**src/rtl/pipe_regs.sv**
```systemverilog
// Four-stage pipeline register bank (IFID, IDEX, EXMEM, MEMWB) with a
// downstream-to-upstream hold chain, bubble insertion, flush and a stall counter.
module pipe_regs (
    input  logic        clk,
    input  logic        rst,
    input  logic [15:0] instr_in,
    input  logic [3:0]  Rd_in,
    input  logic [3:0]  Rs_in,
    input  logic [3:0]  Rt_in,
    input  logic        valid_in,
    input  logic        flush,
    input  logic        IFID_stall,
    input  logic        IDEX_stall,
    input  logic        EXMEM_stall,
    input  logic        MEMWB_stall,
    output logic [3:0]  IFID_Rd_ff,
    output logic [3:0]  IFID_Rs_ff,
    output logic [3:0]  IFID_Rt_ff,
    output logic [3:0]  IDEX_Rd_ff,
    output logic [3:0]  IDEX_Rs_ff,
    output logic [3:0]  IDEX_Rt_ff,
    output logic [3:0]  EXMEM_Rd_ff,
    output logic [3:0]  EXMEM_Rs_ff,
    output logic [3:0]  EXMEM_Rt_ff,
    output logic [3:0]  MEMWB_Rd_ff,
    output logic [3:0]  MEMWB_Rs_ff,
    output logic [3:0]  MEMWB_Rt_ff,
    output logic        IFID_vld,
    output logic        IDEX_vld,
    output logic        EXMEM_vld,
    output logic        MEMWB_vld,
    output logic [15:0] instr_2ID_ff,
    output logic        in_ready,
    output logic [15:0] stall_cycles
);

    typedef struct packed {
        logic       vld;
        logic [3:0] rd;
        logic [3:0] rs;
        logic [3:0] rt;
    } stage_t;

    localparam stage_t      BUBBLE = '{vld: 1'b0, rd: 4'h0, rs: 4'h0, rt: 4'h0};
    localparam logic [15:0] NOP    = 16'h0800;

    stage_t      ifid_r, idex_r, exmem_r, memwb_r;
    stage_t      ifid_nxt_s, idex_nxt_s, exmem_nxt_s, memwb_nxt_s;
    logic [15:0] instr_r, instr_nxt_s;
    logic [15:0] stall_cnt_r;
    logic        hold_memwb_s, hold_exmem_s, hold_idex_s, hold_ifid_s;

    // Hold requests ripple upstream: a held stage freezes everything behind it.
    always_comb begin
        hold_memwb_s = MEMWB_stall;
        hold_exmem_s = EXMEM_stall | hold_memwb_s;
        hold_idex_s  = IDEX_stall  | hold_exmem_s;
        hold_ifid_s  = IFID_stall  | hold_idex_s;
    end

    // Next-state selection per stage: flush, hold, bubble, or advance.
    always_comb begin
        ifid_nxt_s  = ifid_r;
        instr_nxt_s = instr_r;
        idex_nxt_s  = idex_r;
        exmem_nxt_s = exmem_r;
        memwb_nxt_s = memwb_r;

        if (flush) begin
            ifid_nxt_s  = BUBBLE;
            instr_nxt_s = NOP;
        end else if (hold_ifid_s) begin
            ifid_nxt_s  = ifid_r;
            instr_nxt_s = instr_r;
        end else begin
            ifid_nxt_s  = '{vld: valid_in, rd: Rd_in, rs: Rs_in, rt: Rt_in};
            instr_nxt_s = instr_in;
        end

        if (flush) begin
            idex_nxt_s = BUBBLE;
        end else if (hold_idex_s) begin
            idex_nxt_s = idex_r;
        end else if (hold_ifid_s) begin
            idex_nxt_s = BUBBLE;
        end else begin
            idex_nxt_s = ifid_r;
        end

        if (hold_exmem_s) begin
            exmem_nxt_s = exmem_r;
        end else if (hold_idex_s) begin
            exmem_nxt_s = BUBBLE;
        end else begin
            exmem_nxt_s = idex_r;
        end

        if (hold_memwb_s) begin
            memwb_nxt_s = memwb_r;
        end else if (hold_exmem_s) begin
            memwb_nxt_s = BUBBLE;
        end else begin
            memwb_nxt_s = exmem_r;
        end
    end

    // Stage registers and saturating stall counter; reset wins over everything.
    always_ff @(posedge clk) begin
        if (rst) begin
            ifid_r      <= BUBBLE;
            instr_r     <= NOP;
            idex_r      <= BUBBLE;
            exmem_r     <= BUBBLE;
            memwb_r     <= BUBBLE;
            stall_cnt_r <= 16'h0000;
        end else begin
            ifid_r  <= ifid_nxt_s;
            instr_r <= instr_nxt_s;
            idex_r  <= idex_nxt_s;
            exmem_r <= exmem_nxt_s;
            memwb_r <= memwb_nxt_s;
            if (hold_ifid_s && (stall_cnt_r != 16'hFFFF)) begin
                stall_cnt_r <= stall_cnt_r + 16'd1;
            end else begin
                stall_cnt_r <= stall_cnt_r;
            end
        end
    end

    assign in_ready     = ~rst & ~hold_ifid_s;
    assign stall_cycles = stall_cnt_r;
    assign instr_2ID_ff = instr_r;

    assign IFID_vld    = ifid_r.vld;
    assign IFID_Rd_ff  = ifid_r.rd;
    assign IFID_Rs_ff  = ifid_r.rs;
    assign IFID_Rt_ff  = ifid_r.rt;
    assign IDEX_vld    = idex_r.vld;
    assign IDEX_Rd_ff  = idex_r.rd;
    assign IDEX_Rs_ff  = idex_r.rs;
    assign IDEX_Rt_ff  = idex_r.rt;
    assign EXMEM_vld   = exmem_r.vld;
    assign EXMEM_Rd_ff = exmem_r.rd;
    assign EXMEM_Rs_ff = exmem_r.rs;
    assign EXMEM_Rt_ff = exmem_r.rt;
    assign MEMWB_vld   = memwb_r.vld;
    assign MEMWB_Rd_ff = memwb_r.rd;
    assign MEMWB_Rs_ff = memwb_r.rs;
    assign MEMWB_Rt_ff = memwb_r.rt;

endmodule

```
**config.mk**
```make
export PLATFORM = sky130hd
export DESIGN_NAME = pipe_regs
export DESIGN_NICKNAME = d
export VERILOG_FILES = /design/src/rtl/pipe_regs.sv
export SDC_FILE = /design/constraint.sdc
export NUM_CORES = 1
export LEC_CHECK = 0
export CORE_ASPECT_RATIO = 0.6
export CORE_MARGIN = 8
export CORE_UTILIZATION = 40
export CTS_CLUSTER_SIZE = 12
export DETAILED_ROUTE_END_ITERATION = 6
export PLACE_DENSITY_LB_ADDON = 0.08
export SETUP_SLACK_MARGIN = 0.15
export SLEW_MARGIN = 20
export SYNTH_ARGS = -nofsm -noshare
export SYNTH_HDL_FRONTEND = slang
export SYNTH_SLANG_ARGS = --single-unit
```
**constraint.sdc**
```tcl
create_clock -name clk -period 1.55 [get_ports clk]
set_input_delay 0.31 -clock clk [delete_from_list [all_inputs] [get_ports clk]]
set_output_delay 0.31 -clock clk [all_outputs]
set_load 0.03 [all_outputs]
```
==> results_dict.tcl, run 1 <==
set metrics [dict create \
    synth.net_count 443 \
    r2r-start "stall_cycles[1]" \
    die_y_um 87.3 \
    ys_ff_latch 84 \
    avgSynthCellArea_um2 8.34 \
    rsz0062_at_grt "true" \
    pwr-share-clk 0.486 \
    drive_gt1_frac 0.364 \
    start_util 0.405 \
    p_comb_frac 0.078 \
    globalplace.congestion 0.845 \
    fin_worst_skew_ns 0.00407 \
    clock.fmax_ghz 0.615 \
    worst_hold_slack_ns 0.423 \
    setup_slack_ns -0.0758 \
    avgViaCountPerCell 5.04 \
    pwr-share-seq 0.436 \
    worst_pin_slew_ns 0.462 \
    critPathMaxFanout 5 \
    cts_max_path_buffers 2 \
    routedWlPerCell_um 16.5 \
    ir_worst_vdd_mv 0.590 \
    critPathKind "register to register" \
    grt_max_degree 50 \
    power.switching_uw 1060 \
    hold_viol 0 \
    clock_latency_ns 0.33 \
    powerDensity_nw_per_um2 871 \
    core.rowCount 26 \
    hold_path_startpoint "rst" \
    clk_pin_slew_worst_paths_ns 0.06 \
    cts-root-buf "clkbuf_16" \
    yosysWarnings 0 \
    gr-total-overflow 0 \
    synthFlopType "dfxtp_1" \
    internal_power_uw 3950 \
    grt_usage 0.190 \
    cts_tree "yes" \
    io_buffer_count 120 \
    numCtsBuffers 9 \
    syn-instance-count 406 \
    period_needed_ns 1.63 \
    yosysUniqueCellTypes 36 \
    cp.required_ns 1.81 \
    syn_to_final_growth_pct 69.7 \
    clock_sinks 84 \
    endpoint_kind "register" \
    finalMaxSlewViolations 0 \
    chipWidth_um 135 \
    grt_pass1_vias 3345 \
    vias 3460 \
    netlist_area_um2 3380 \
    grt_pass1_wl_um 17800 \
    layout.nets 606 \
    synth_edf_count 0 \
    n_antenna_cell 0 \
    drc 0 \
    core-area_um2 8360 \
    cap_violations 0 \
    swShare 0.211 \
    outcome "finished, violations left" \
    place_area_um2 5070 \
    async_reset_ff_frac 0 \
    fill_cells 690 \
    arrival_ns 1.89 \
    dieArea_um2 11800 \
    ant_nets 0 \
    drt_iter0_drc 262 \
    wirelength_um 11300 \
    h-tree-depth 3 \
    num_io_pins 121 \
    final_area_um2 5740 \
    start_kind "register" \
    crit_start "stall_cycles[1]" \
    ys_seq_area_frac 0.497 \
    drtPass1Iterations 4 \
    finalSetupViolCount 6 \
    hpwlAfterDp_um 7870 \
    finalCritPeriodShare 1.05 \
    relSlewSlack 0.689 \
    p_leak_uw 0.00213 \
    violations "setup timing" \
    hold_path_class "primary input to register" \
    antenna_found_initial 0 \
]
-- through the flow --
stage	TNS [ns]	util	instances	total power [uW]	setup WS, ns
6_report	-0.282	0.687	686	5000	-0.0758
5_1_grt	-0.607	0.687	686	5180	-0.108
4_1_cts	-0.159	0.682	681	5040	-0.0524
3_5_place_dp	-36.06	0.606	652	2580	-0.656
3_3_place_gp	-31.91	0.606	652	2580	-0.574
2_1_floorplan	-0.563	-	406	2400	-0.105
-- layer usage --
metal  track usage  routed length [um]  vias to the layer above
li1              -                   -                     1720
met1         0.252                5520                     1634
met2         0.281                4880                      104
met3        0.0726                 863                        2
met4        0.0486                  33                        0
met5             0                   0                        -
-- state kept, by name (all words and copies together), names as in the netlist, 4 cells and up --
name,count
EXMEM_Rd_ff,4
EXMEM_Rs_ff,4
EXMEM_Rt_ff,4
IDEX_Rd_ff,4
IDEX_Rs_ff,4
IDEX_Rt_ff,4
IFID_Rd_ff,4
IFID_Rs_ff,4
IFID_Rt_ff,4
MEMWB_Rd_ff,4
MEMWB_Rs_ff,4
MEMWB_Rt_ff,4
instr_2ID_ff,16
stall_cycles,16
-- cell type report --
class | count | area [um2] | area share
Clock inverter | 1 | 30.0 | 0.00523
Inverter | 1 | 3.75 | 0.000653
Multi-Input combinational cell | 291 | 1830 | 0.319
Sequential cell | 84 | 1720 | 0.300
Timing Repair Buffer | 182 | 1700 | 0.295
Clock buffer | 15 | 322 | 0.0560
Tap cell | 112 | 140 | 0.0244
-- synthesized netlist by cell type, types with 2 or more instances --
| library cell | number | area (um2) |
|---|---|---|
| a21oi_1 | 78 | 390 |
| nand3b_1 | 15 | 113 |
| nor2_1 | 37 | 139 |
| nand3_1 | 3 | 15.0 |
| nand4_1 | 5 | 31.3 |
| o31ai_1 | 3 | 22.5 |
| nand2_1 | 81 | 304 |
| o21ai_0 | 4 | 20.0 |
| clkbuf_8 | 2 | 27.5 |
| buf_2 | 3 | 15.0 |
| mux2i_1 | 2 | 20.0 |
| mux2_2 | 6 | 67.6 |
| dfxtp_1 | 84 | 1680 |
| nor4_1 | 2 | 12.5 |
| or3_1 | 4 | 25.0 |
| nor3b_1 | 26 | 195 |
| nor2b_1 | 6 | 37.5 |
| o41ai_1 | 2 | 17.5 |
| clkbuf_1 | 21 | 78.8 |
| or2_2 | 2 | 12.5 |
| or4_1 | 3 | 22.5 |
| buf_1 | 3 | 11.3 |
-- what timing repair did --
action,4_1_cts,5_1_grt
setup endpoints to repair,156,53
hold buffers,0,0
buffers inserted,12,5
resized for setup,280,60
cloned,1,0
pin swaps,13,7
-- power by group through the flow --
stage,clock [uW],sequential (uW),combinational (uW)
2_1_floorplan,0,2260,148
3_3_place_gp,0,2230,350
3_5_place_dp,0,2230,358
4_1_cts,2480,2180,383
5_1_grt,2580,2180,419
6_report,2430,2180,390
-- worst max-delay path, cell delays in order (launching register included) --
cell and delay, ns:
dfxtp_4 0.36, buf_6 0.09, and4_4 0.23, nand4_1 0.25, or4_4 0.50, a21oi_2 0.12
-- final timing paths --
kind	endpoint	slack, ns	cells after the start
worst min-delay path	stall_cycles[12]	0.42	3
worst max-delay path	stall_cycles[15]	-0.08	5
worst max register to register	stall_cycles[15]	-0.08	5
worst min register to register	instr_2ID_ff[9]	0.45	2
-- layout by cell type (no fill, tap or decap), types with 4 or more instances in the layout --
cell and count:
buf_2 11, a21oi_2 6, clkdlybuf4s15_1 20, a21oi_1 71, clkbuf_16 12, o21ai_0 4, nor2b_1 6, nor3b_2 8
dfxtp_4 8, clkdlybuf4s15_2 36, dfxtp_2 8, clkdlybuf4s50_1 30, buf_6 22, or4_4 4, nor3b_1 18, dfxtp_1 68
nor2_1 34, clkbuf_2 16, nand2_1 78, mux2_4 5, nand3b_1 15, buf_4 41, nand4_1 5
-- cell families (layout without fill, tap and decap cells) --
kind of cell / Yosys count / after routing / synth area share
flip-flops: 84 / 84 / 0.497
buffers and inverters: 31 / 199 / 0.0436
adder cells (fa/ha/maj): 1 / 1 / 0.00370
AND/OR/NAND/NOR: 193 / 193 / 0.292
multiplexers: 8 / 8 / 0.0259
AO/OA/AOI/OAI: 89 / 89 / 0.138
Note: power is estimated with default switching activity, not from simulation.
==> run 2, diff against run 1 <==
--- a/config.mk
+++ b/config.mk
@@ -5,6 +5,7 @@
 export SDC_FILE = /design/constraint.sdc
 export NUM_CORES = 1
 export LEC_CHECK = 0
+export CAP_MARGIN = 20
 export CORE_ASPECT_RATIO = 0.6
 export CORE_MARGIN = 8
 export CORE_UTILIZATION = 40
==> results of run 2 <==
Final layout, timing and power as in run 1 (identical DEF).
==> run 3, diff against run 2 <==
--- a/config.mk
+++ b/config.mk
@@ -17,3 +17,4 @@
 export SYNTH_ARGS = -nofsm -noshare
 export SYNTH_HDL_FRONTEND = slang
 export SYNTH_SLANG_ARGS = --single-unit
+export TNS_END_PERCENT = 100
==> results of run 3 <==
Final layout, timing and power as in run 1 (identical DEF).
